## config.mk

```make
export PLATFORM = sky130hd
export DESIGN_NAME = lsu_ctrl_flat
export DESIGN_NICKNAME = d
export VERILOG_FILES = /design/src/rtl/lsu_pkg.sv /design/src/rtl/lsu_if.sv /design/src/rtl/lsu_lane_align.sv /design/src/rtl/lsu_ctrl.sv /design/src/flat_wrapper.sv
export SDC_FILE = /design/constraint.sdc
export NUM_CORES = 1
export LEC_CHECK = 0
export CORE_ASPECT_RATIO = 1.1
export CORE_MARGIN = 3
export CORE_UTILIZATION = 43
export DETAILED_ROUTE_END_ITERATION = 6
export PLACE_DENSITY_LB_ADDON = 0.1
export SLEW_MARGIN = 20
export SYNTH_ARGS = -nofsm -noshare
export SYNTH_HDL_FRONTEND = slang
export SYNTH_SLANG_ARGS = --single-unit
```

## constraint.sdc

```tcl
create_clock -name clk -period 2.6 [get_ports clk]
set_clock_uncertainty 0.2 [all_clocks]
set_input_delay 0.52 -clock clk [delete_from_list [all_inputs] [get_ports clk]]
set_output_delay 0.52 -clock clk [all_outputs]
set_load 0.05 [all_outputs]
```

## src/rtl/lsu_pkg.sv

```systemverilog
`default_nettype none
// ============================================================================
//  Module      : lsu_pkg
//  Description : Shared types for the load/store unit: access size encoding,
//                controller states and the alignment/size legality check.
//  Revision    : 1.0  initial release
// ============================================================================
package lsu_pkg;

    typedef enum logic [1:0] {
        SZ_B   = 2'd0,
        SZ_H   = 2'd1,
        SZ_W   = 2'd2,
        SZ_RSV = 2'd3
    } size_e;

    typedef enum logic [1:0] {
        IDLE   = 2'd0,
        ACCESS = 2'd1,
        WRITE  = 2'd2,
        RESP   = 2'd3
    } state_e;

    // True when the size is reserved or the byte offset does not match the
    // natural alignment of the access.
    function automatic logic size_misaligned(input size_e size, input logic [1:0] addr_lo);
        case (size)
            SZ_H:    return addr_lo[0];
            SZ_W:    return |addr_lo;
            SZ_RSV:  return 1'b1;
            default: return 1'b0;
        endcase
    endfunction

endpackage
`default_nettype wire

```

## src/rtl/lsu_if.sv

```systemverilog
`default_nettype none
// ============================================================================
//  Module      : lsu_if
//  Description : Core request/response channel plus word-addressed data
//                memory port of the load/store unit.
//  Modports    : master - the LSU (accepts requests, drives memory port)
//                slave  - the environment (core datapath + data memory)
//  Revision    : 1.0  initial release
// ============================================================================
interface lsu_if #(
    parameter int ADDR_W = 32,
    parameter int IDX_W  = 6
);
    import lsu_pkg::*;

    logic              req_valid;
    logic              req_ready;
    logic              req_we;
    size_e             req_size;
    logic              req_signed;
    logic [ADDR_W-1:0] req_addr;
    logic [31:0]       req_wdata;
    logic              resp_valid;
    logic              resp_err;
    logic [31:0]       resp_rdata;
    logic [IDX_W-1:0]  mem_addr;
    logic [31:0]       mem_rdata;
    logic              mem_we;
    logic [31:0]       mem_wdata;

    modport master (
        input  req_valid, req_we, req_size, req_signed, req_addr, req_wdata, mem_rdata,
        output req_ready, resp_valid, resp_err, resp_rdata, mem_addr, mem_we, mem_wdata
    );

    modport slave (
        output req_valid, req_we, req_size, req_signed, req_addr, req_wdata, mem_rdata,
        input  req_ready, resp_valid, resp_err, resp_rdata, mem_addr, mem_we, mem_wdata
    );

endinterface
`default_nettype wire

```

## src/rtl/lsu_lane_align.sv

```systemverilog
`default_nettype none
// ============================================================================
//  Module      : lsu_lane_align
//  Description : Combinational little-endian lane steering. Extracts and
//                extends the addressed byte/half of a memory word for loads,
//                and builds the read-modify-write word for sub-word stores.
//  Ports       : word      in  32  memory word read at the access index
//                addr_lo   in  2   byte offset within the word
//                size      in  2   access size
//                is_signed in  1   sign-extend loads
//                wdata     in  16  sub-word store data (low bits)
//                load_data out 32  extended load result
//                merged    out 32  word with the addressed lane replaced
//  Revision    : 1.0  initial release
// ============================================================================
module lsu_lane_align
    import lsu_pkg::*;
(
    input  logic [31:0] word,
    input  logic [1:0]  addr_lo,
    input  size_e       size,
    input  logic        is_signed,
    input  logic [15:0] wdata,
    output logic [31:0] load_data,
    output logic [31:0] merged
);

    logic [4:0]  w_byte_sh;
    logic [4:0]  w_half_sh;
    logic [7:0]  w_byte;
    logic [15:0] w_half;

    assign w_byte_sh = {addr_lo, 3'b000};
    assign w_half_sh = {addr_lo[1], 4'b0000};
    assign w_byte    = word[w_byte_sh +: 8];
    assign w_half    = word[w_half_sh +: 16];

    always_comb begin
        load_data = 32'd0;
        merged    = word;
        case (size)
            SZ_B: begin
                load_data                = {{24{is_signed & w_byte[7]}}, w_byte};
                merged[w_byte_sh +: 8]   = wdata[7:0];
            end
            SZ_H: begin
                load_data                = {{16{is_signed & w_half[15]}}, w_half};
                merged[w_half_sh +: 16]  = wdata;
            end
            SZ_W: begin
                load_data = word;
            end
            default: begin
                load_data = 32'd0;
            end
        endcase
    end

endmodule
`default_nettype wire

```

## src/rtl/lsu_ctrl.sv

```systemverilog
`default_nettype none
// ============================================================================
//  Module      : lsu_ctrl
//  Description : Load/store unit controller. Accepts one byte/half/word load
//                or store, checks it, and drives a word-addressed memory with
//                async read / sync full-word write. Sub-word stores are done
//                as read-modify-write.
//  Ports       : clk   in  1  rising-edge clock
//                rst_n in  1  asynchronous active-low reset
//                bus   lsu_if.master  request/response + memory port
//  Revision    : 1.0  initial release
// ============================================================================
module lsu_ctrl
    import lsu_pkg::*;
#(
    parameter int MEM_WORDS = 64,
    parameter int ADDR_W    = 32
)(
    input  logic   clk,
    input  logic   rst_n,
    lsu_if.master  bus
);

    localparam int               IDX_W       = $clog2(MEM_WORDS);
    localparam logic [ADDR_W-3:0] C_MEM_WORDS = (ADDR_W-2)'(MEM_WORDS);

    state_e           r_state;
    logic             r_we;
    size_e            r_size;
    logic             r_signed;
    logic [1:0]       r_addr_lo;
    logic [15:0]      r_wdata;
    logic             r_req_ready;
    logic             r_resp_valid;
    logic             r_resp_err;
    logic [31:0]      r_resp_rdata;
    logic [IDX_W-1:0] r_mem_addr;
    logic             r_mem_we;
    logic [31:0]      r_mem_wdata;

    logic             w_accept;
    logic             w_req_err;
    logic [31:0]      w_load_data;
    logic [31:0]      w_merged;

    assign w_accept  = bus.req_valid && r_req_ready;
    assign w_req_err = size_misaligned(bus.req_size, bus.req_addr[1:0])
                    || (bus.req_addr[ADDR_W-1:2] >= C_MEM_WORDS);

    lsu_lane_align u_align (
        .word      (bus.mem_rdata),
        .addr_lo   (r_addr_lo),
        .size      (r_size),
        .is_signed (r_signed),
        .wdata     (r_wdata),
        .load_data (w_load_data),
        .merged    (w_merged)
    );

    always_ff @(posedge clk or negedge rst_n) begin
        if (!rst_n) begin
            r_state      <= IDLE;
            r_we         <= 1'b0;
            r_size       <= SZ_B;
            r_signed     <= 1'b0;
            r_addr_lo    <= 2'd0;
            r_wdata      <= 16'd0;
            r_req_ready  <= 1'b1;
            r_resp_valid <= 1'b0;
            r_resp_err   <= 1'b0;
            r_resp_rdata <= 32'd0;
            r_mem_addr   <= '0;
            r_mem_we     <= 1'b0;
            r_mem_wdata  <= 32'd0;
        end else begin
            case (r_state)
                IDLE: begin
                    if (w_accept) begin
                        r_we        <= bus.req_we;
                        r_size      <= bus.req_size;
                        r_signed    <= bus.req_signed;
                        r_addr_lo   <= bus.req_addr[1:0];
                        r_wdata     <= bus.req_wdata[15:0];
                        r_req_ready <= 1'b0;
                        if (w_req_err) begin
                            // Rejected requests never touch the memory port.
                            r_resp_valid <= 1'b1;
                            r_resp_err   <= 1'b1;
                            r_state      <= RESP;
                        end else begin
                            r_mem_addr <= bus.req_addr[2 +: IDX_W];
                            r_state    <= ACCESS;
                            // Full-word stores need no read, so the write
                            // enable is set up to be live during ACCESS.
                            if (bus.req_we && (bus.req_size == SZ_W)) begin
                                r_mem_we    <= 1'b1;
                                r_mem_wdata <= bus.req_wdata;
                            end
                        end
                    end
                end
                ACCESS: begin
                    if (!r_we) begin
                        r_resp_rdata <= w_load_data;
                        r_resp_valid <= 1'b1;
                        r_state      <= RESP;
                    end else if (r_size == SZ_W) begin
                        r_mem_we     <= 1'b0;
                        r_resp_valid <= 1'b1;
                        r_state      <= RESP;
                    end else begin
                        r_mem_wdata  <= w_merged;
                        r_mem_we     <= 1'b1;
                        r_state      <= WRITE;
                    end
                end
                WRITE: begin
                    r_mem_we     <= 1'b0;
                    r_resp_valid <= 1'b1;
                    r_state      <= RESP;
                end
                RESP: begin
                    r_resp_valid <= 1'b0;
                    r_resp_err   <= 1'b0;
                    r_resp_rdata <= 32'd0;
                    r_req_ready  <= 1'b1;
                    r_state      <= IDLE;
                end
                default: begin
                    r_state <= IDLE;
                end
            endcase
        end
    end

    assign bus.req_ready  = r_req_ready;
    assign bus.resp_valid = r_resp_valid;
    assign bus.resp_err   = r_resp_err;
    assign bus.resp_rdata = r_resp_rdata;
    assign bus.mem_addr   = r_mem_addr;
    assign bus.mem_we     = r_mem_we;
    assign bus.mem_wdata  = r_mem_wdata;

endmodule
`default_nettype wire

```

## src/flat_wrapper.sv

```systemverilog
// flat-port wrapper written by rule: the top's interface ports become plain ports
module lsu_ctrl_flat import lsu_pkg::*;
#(
    parameter int MEM_WORDS = 64,
    parameter int ADDR_W    = 32
)
  (clk, rst_n, bus_req_valid, bus_req_we, bus_req_size, bus_req_signed, bus_req_addr, bus_req_wdata, bus_mem_rdata, bus_req_ready, bus_resp_valid, bus_resp_err, bus_resp_rdata, bus_mem_addr, bus_mem_we, bus_mem_wdata);
  lsu_if #(.ADDR_W(ADDR_W), .IDX_W((6))) bus_i ();
  input  logic clk;
  input  logic rst_n;
  input wire logic [$bits(bus_i.req_valid)-1:0] bus_req_valid;
  input wire logic [$bits(bus_i.req_we)-1:0] bus_req_we;
  input wire logic [$bits(bus_i.req_size)-1:0] bus_req_size;
  input wire logic [$bits(bus_i.req_signed)-1:0] bus_req_signed;
  input wire logic [$bits(bus_i.req_addr)-1:0] bus_req_addr;
  input wire logic [$bits(bus_i.req_wdata)-1:0] bus_req_wdata;
  input wire logic [$bits(bus_i.mem_rdata)-1:0] bus_mem_rdata;
  output wire logic [$bits(bus_i.req_ready)-1:0] bus_req_ready;
  output wire logic [$bits(bus_i.resp_valid)-1:0] bus_resp_valid;
  output wire logic [$bits(bus_i.resp_err)-1:0] bus_resp_err;
  output wire logic [$bits(bus_i.resp_rdata)-1:0] bus_resp_rdata;
  output wire logic [$bits(bus_i.mem_addr)-1:0] bus_mem_addr;
  output wire logic [$bits(bus_i.mem_we)-1:0] bus_mem_we;
  output wire logic [$bits(bus_i.mem_wdata)-1:0] bus_mem_wdata;
  assign bus_i.req_valid = bus_req_valid;
  assign bus_i.req_we = bus_req_we;
  assign bus_i.req_size = bus_req_size;
  assign bus_i.req_signed = bus_req_signed;
  assign bus_i.req_addr = bus_req_addr;
  assign bus_i.req_wdata = bus_req_wdata;
  assign bus_i.mem_rdata = bus_mem_rdata;
  assign bus_req_ready = bus_i.req_ready;
  assign bus_resp_valid = bus_i.resp_valid;
  assign bus_resp_err = bus_i.resp_err;
  assign bus_resp_rdata = bus_i.resp_rdata;
  assign bus_mem_addr = bus_i.mem_addr;
  assign bus_mem_we = bus_i.mem_we;
  assign bus_mem_wdata = bus_i.mem_wdata;
  lsu_ctrl #(.MEM_WORDS(MEM_WORDS), .ADDR_W(ADDR_W)) u_core (.clk(clk), .rst_n(rst_n), .bus(bus_i));
endmodule
```

==> metrics.csv <==
stage;metric;value;unit
run_status;outcome;finished clean;
run;max-cap viol count;0;
worst_setup_path;Required @ worst endpoint;2630;ps
synthesis;Net Count, Synth;632;
synthesis;mapped cell area;0.00565;mm²
synthesis;Top FF cell, synth;dfrtp_1;
detailed_routing;drt first pass iters;5;
pwr;Seq pwr share;25.3;%
placement;IO buf count;176;
worst_setup_path;worst reg2reg path endpoint;u_core.bus.mem_wdata[30];
clock_network;Inserted Clock Buffers;9;
pwr;PnR Total Power;11.0;mW
sta;min cycle time layout;2570;ps
floorplan;Die ar.;0.0145;mm²
global_routing;largest net degree at the start of global routing;50;
global_routing;first-pass GRT wire length;29.3;mm
sta;Hold Vio Cnt, Final;0;
global_routing;vias in the first global route;5288;
floorplan;I/O Pins;177;
cells_and_area;Cell Count, Final, Fillers Out;874;
cells_and_area;# diodes;0;
placement;Placed Instances;857;
detailed_routing;DR vias/cell;6.00;
worst_setup_path;Worst Setup SP;bus_req_addr[18];
synthesis;async set-reset flop share out of synthesis;100;%
sta;worst setup margin;34.5;ps
worst_hold_path;Hold Crit Class;flip-flop to flip-flop;
pwr;Sw Pwr;5.15;mW
worst_setup_path;Crit path max-delay family;simple AND/OR/NAND/NOR gates;
synthesis;Yosys reg bits;98;
sta;f_max;390;MHz
clock_network;clk buf depth;2;
worst_setup_path;Arr. time, crit path;2600;ps
global_routing;gr ovfl total;0;
worst_setup_path;reg2reg start;u_core.r_state[1];
sta;final setup vio count;0;
pwr;VDD IR-drop max;0.908;mV
pwr;Comb pwr share;62.5;%
placement;Placer Congestion;0.894;
synthesis;Cells after Synth;520;
worst_setup_path;Critical Path End;u_core.bus.mem_wdata[30];
cells_and_area;Layout fillers;1056;
detailed_routing;detailed router's first-iteration violation count;459;
floorplan;Chip Height;126;µm
floorplan;initial core utilization;44.3;%
clock_network;CTS sink cnt;98;
synthesis;sequential share of the synthesized area;43.4;%
sta;Least-Margin Pin Slew;641;ps
cells_and_area;flip-flop and latch area;0.00245;mm²
placement;HPWL after DPL;14.1;mm
pwr;leakage power;3.50;nW
detailed_routing;Vias;5243;
detailed_routing;final wirelength;18.5;mm
cells_and_area;Net count, final;824;
clock_network;worst skew pair latency;350;ps
worst_setup_path;Worst Setup End Kind;flip-flop;
floorplan;cell row count;43;
sta;Max Transition Viols Final;0;
worst_setup_path;crit path buf inv count;2;
clock_network;Reg clk slew, reported paths;60;ps
pwr;Internal;5.85;mW
clock_network;CTS tree;built;
cells_and_area;area of the multi-input gates;0.00304;mm²
global_routing;initial antenna violation count;0;
worst_setup_path;WS Path Type;input port to flip-flop;
cells_and_area;share of cells above drive strength 1;20.4;%
synthesis;synth warn;0;
pwr;Cell Pwr Density;1350;mW/mm²
synthesis;number of flops mapped to enable cells by yosys;0;
worst_setup_path;R2R cell count;8;
global_routing;Total GRT Usage;25.9;%
sta;Tcrit/Tclk final;98.7;%
floorplan;Core Region;0.0128;mm²
worst_setup_path;r2r setup slk;80;ps
synthesis;largest area contributor in the netlist;dfrtp_1;
synthesis;top post-synthesis cells by area;dfrtp_1, mux2_4, mux2_2, a221oi_1, nor2_1;
detailed_routing;routed len/inst;21.2;µm
synthesis;synth unique cells;44;
pwr;sw frac;46.8;%
cells_and_area;P&R area growth vs syn;44.3;%
worst_setup_path;cell at the slowest stage of the critical path;or4_1;
synthesis;top-area cell type share of the netlist area;43.0;%
worst_setup_path;Max FO, Critical Path;32;
clock_network;Root Buffer;clkbuf_16;
sta;worst rel slew slack;57.2;%
detailed_routing;drt drc;0;
worst_setup_path;Worst path depth;7;
synthesis;mean post-synth cell area;10.9;µm²
floorplan;die extent in x;115;µm
clock_network;CTS H-tree lvls;3;
detailed_routing;post-route ant nets;0;
worst_setup_path;startpoint types;input port;
pwr;clock power share;12.2;%
sta;hold_ws;283;ps
worst_setup_path;largest stage delay on the critical path;530;ps
placement;pre-CTS setup slack;-325;ps
worst_setup_path;cell breakdown of the critical path;clkdlybuf4s50_1 > nor4_1 > nand4_1 > or4_1 > o31a_2 > buf_12 > mux2_4;
sta;Setup TNS;0;ps
## metal layers
layer  vias up  global-route usage, %  share of wire (%)
li1       2366                      -                  -
met1      2586                   35.2                 42
met3        31                   5.19                8.0
met5         -                      0                  0
met2       260                   41.4                 47
met4         0                   8.63                2.3
## worst min path at each step
stage	from	to	depth (start not counted)
floorplan	rst_n	u_core.bus.mem_addr[0]	0
global placement	rst_n	u_core.bus.resp_rdata[19]	1
detailed placement	rst_n	u_core.bus.resp_rdata[19]	1
CTS	u_core.bus.resp_rdata[10]	u_core.bus.resp_rdata[10]	2
global route	u_core.bus.resp_rdata[12]	u_core.bus.resp_rdata[12]	2
finish	u_core.bus.resp_rdata[13]	u_core.bus.resp_rdata[13]	2
## worst reg2reg max path, stage by stage, from the launching register on
cell,delay [ps]
dfrtp_1,390
inv_1,100
ha_2,220
nand3_4,70
or3_1,340
or4_1,410
o31a_2,150
buf_12,190
mux2_4,360
## Yosys cell counts, drive strengths merged, types with 3 or more instances
cell / number
a31oi: 7
nand2: 41
a221o: 17
ha: 9
nor4: 6
dfrtp: 97
nor2: 63
o21ai: 23
a32oi: 11
a22oi: 7
a221oi: 29
buf: 9
a22o: 22
nor2b: 5
o21bai: 3
a21oi: 18
inv: 9
nand2b: 4
mux2i: 11
mux2: 67
mux4: 8
clkbuf: 29
## cells by family after synthesis
logic type / synth area share (%)
fa+ha+maj: 1.99
mux: 20.5
compound gates: 20.0
flops: 43.4
buf+inv: 3.72
simple gates: 10.4
## stage by stage
| stage | instance area (µm²) | utilization, % |
|---|---|---|
| after floorplan | 5660 | - |
| after global routing | 8150 | 63.9 |
| after CTS | 8120 | 63.7 |
| final | 8150 | 63.9 |
| after global placement | 7800 | 61.1 |
| after detailed placement | 7800 | 61.1 |
## area by class of cell
class,instances,area share (%)
multi-input combinational,374,37.3
sequential,98,30.1
timing repair buffer,219,26.1
clock buffer,12,3.02
tap,157,2.41
clock inverter,4,0.629
inverter,10,0.476
## layout by cell type, fill, tap and decap left out, types with 8 or more instances in the layout
cell,instances
mux4_2,8
mux2i_1,11
clkdlybuf4s50_1,174
nor2_1,62
a32oi_1,11
inv_1,9
buf_4,40
a21oi_1,17
a221o_1,17
mux2_2,37
a22o_1,22
ha_1,8
a221oi_1,29
clkbuf_16,9
mux2_4,30
o21ai_0,23
dfrtp_1,96
nand2_1,41
## state kept, by name (all words and copies together), names as in the netlist
signal / cells
u_core.bus.mem_wdata: 32
u_core.bus.mem_we: 1
u_core.bus.mem_addr: 6
u_core.r_addr_lo: 2
u_core.r_wdata: 16
u_core.bus.req_ready: 1
u_core.bus.resp_err: 1
u_core.bus.resp_rdata: 32
u_core.r_we: 1
u_core.bus.resp_valid: 1
u_core.r_state: 2
u_core.r_size: 2
u_core.r_signed: 1
## timing repair
| action | 4_1_cts | 5_1_grt |
|---|---|---|
| gates cloned | 0 | 0 |
| pin swaps | 0 | 2 |
| hold buffers | 1 | 0 |
| hold endpoints to repair | 10 | 0 |
| setup buffers | 0 | 0 |
| gates resized for setup | 2 | 8 |
| setup endpoints to repair | 12 | 42 |
## power by group through the flow
stage	combinational [mW]	clock [mW]	sequential, mW
5_1_grt	7.33	1.42	2.87
3_3_place_gp	6.66	0	2.77
2_1_floorplan	3.06	0	4.37
3_5_place_dp	6.80	0	2.78
4_1_cts	6.85	1.37	2.78
6_report	6.87	1.35	2.78
No activity file was read; power rests on OpenSTA's default activity.
==> edit: new RTL, same flow settings <==
Re-encode `state_e` (4 states) as one-hot, 4 bits wide.
--- a/src/rtl/lsu_pkg.sv
+++ b/src/rtl/lsu_pkg.sv
@@ -14,11 +14,11 @@
         SZ_RSV = 2'd3
     } size_e;
 
-    typedef enum logic [1:0] {
-        IDLE   = 2'd0,
-        ACCESS = 2'd1,
-        WRITE  = 2'd2,
-        RESP   = 2'd3
+    typedef enum logic [3:0] {
+        IDLE   = 4'b0001,
+        ACCESS = 4'b0010,
+        WRITE  = 4'b0100,
+        RESP   = 4'b1000
     } state_e;
 
     // True when the size is reserved or the byte offset does not match the
Formal check against the unedited RTL: no difference found for any inputs over 4 cycles, from zero or initial values and one cycle with rst_n low; so few cycles prove little.
==> edit against the unedited design <==
Power fell by 34%; final cell count rose by 0.46%; utilization fell by 1.1 points; critical path type is now reg -> reg; routed wire length fell by 4.4%; largest power group unchanged; critical endpoint is now u_core.bus.mem_wdata[7]; sequential cell count rose by 2; synthesized area fell by 1.2%; final area fell by 2.6%; largest cell class unchanged; worst setup slack improved by 16 ps.
==> edit: results (changes against the unedited design) <==
| Metric | Value |
|---|---|
| Syn Area/Cell | `10.4 um2 (was 10.9 um2)` |
| First-pass GRT wire length | `28200 um (was 29300 um)` |
| GR Util met2 | `0.384 (was 0.414)` |
| Area after DPL | `7600 um2 (was 7800 um2)` |
| Synth cell count leaders | `dfrtp_1 (98), mux2_2 (68), nor2_1 (59), o21ai_0 (35), a21oi_1 (33) (was dfrtp_1 (97), nor2_1 (63), nand2_1 (41), mux2_2 (37), mux2_4 (30))` |
| Seq/Total Area, Yosys | `0.449 (was 0.434)` |
| Compound-Gate Fraction of Synth Area | `0.205 (was 0.200)` |
| Adder-Cell Fraction of Synth Area | `0.0112 (was 0.0199)` |
| Pre-CTS setup slack | `-92.5 ps (was -325 ps)` |
| Placed insts | `861 (was 857)` |
| Tot GR Track Use | `0.248 (was 0.259)` |
| Crit-path max cell delay | `470 ps (was 530 ps)` |
| DRT Wirelength | `17700 um (was 18500 um)` |
| Status | `completed (unchanged)` |
| Vias per std cell | `5.85 (was 6.00)` |
| Main synth FF type | `dfrtp_1 (unchanged)` |
| Worst rel slew slack | `0.539 (was 0.572)` |
| Layout fillers | `1077 (was 1056)` |
| Die width | `115 um (about the same)` |
| Worst vdd ir | `0.000694 V (was 0.000908 V)` |
| Crit path max fanout | `8 (was 32)` |
| Syn Nets | `646 (was 632)` |
| Synth cell types | `53 (was 44)` |
| DR iter-0 viols | `520 (was 459)` |
| Critical path arrival | `2590 ps (was 2600 ps)` |
| Layout cells sized above 1 | `0.183 (was 0.204)` |
| Vias in the first global route | `5128 (was 5288)` |
| Metal-1 WL | `7580 um (was 7860 um)` |
| Synth top area cells | `dfrtp_1 (44%), mux2_2 (14%), nor2_1 (4.0%) (was dfrtp_1 (43%), mux2_4 (8.0%), mux2_2 (7.4%))` |
| Met1 Usage GRT | `0.356 (was 0.352)` |
| Pin count of the biggest net entering global routing | `60 (was 50)` |
| CP top delay family | `compound AO/OA/AOI/OAI gates (was simple AND/OR/NAND/NOR gates)` |
| HPWL after detailed placement | `13700 um (was 14100 um)` |
| Routed length per placed instance | `20.2 um (was 21.2 um)` |
| Met3 usage | `0.0387 (was 0.0519)` |
| Leakage | `3.43 nW (was 3.50 nW)` |
[edit: cell families (layout without fill, tap and decap cells)]
kind of cell | Yosys count | count (layout)
flops | 100 | 100
simple gates | 143 | 143
fa+ha+maj | 5 | 5
mux | 75 | 75
buf+inv | 51 | 234
compound gates | 164 | 164
[edit: tightest hold or removal path, delay by kind of cell, from the launching register on]
family,cells,cell delay (ps)
AO/OA/AOI/OAI,1,60
flip-flops,1,350
AND/OR/NAND/NOR,1,50
[edit: worst paths after layout]
kind,slack (ps),from,end,depth (start not counted)
min reg2reg,290,u_core.bus.resp_rdata[9],u_core.bus.resp_rdata[9],2
max reg2reg,50,u_core.r_addr_lo[0],u_core.bus.mem_wdata[7],7
min,290,u_core.bus.resp_rdata[9],u_core.bus.resp_rdata[9],2
min in group asynchronous,350,rst_n,u_core.bus.resp_rdata[11],2
max in group asynchronous,1230,rst_n,u_core.bus.resp_rdata[4],3
max,50,u_core.r_addr_lo[0],u_core.bus.mem_wdata[7],7
[edit: cell type report]
cell class	instances	area, um2	share of cell area
Clock buffer	9	225	0.0284
Clock inverter	7	93.8	0.0118
Timing Repair Buffer	209	2050	0.258
Tap cell	157	196	0.0247
Sequential cell	100	2500	0.315
Inverter	9	33.8	0.00425
Multi-Input combinational cell	387	2840	0.358
[edit: report_power, final]
part           internal [W]  switching, W  total, W  leakage (nW)
clock network      0.000773      0.000646   0.00142         0.153
logic               0.00145       0.00205   0.00350          1.98
registers           0.00194      0.000365   0.00231          1.29
[edit: timing repair]
action | 4_1_cts | 5_1_grt
setup endpoints to repair | 0 | 1
gates resized for setup | 0 | 1
endpoints found under the hold margin | 10 | 0
hold buffers | 1 | 0
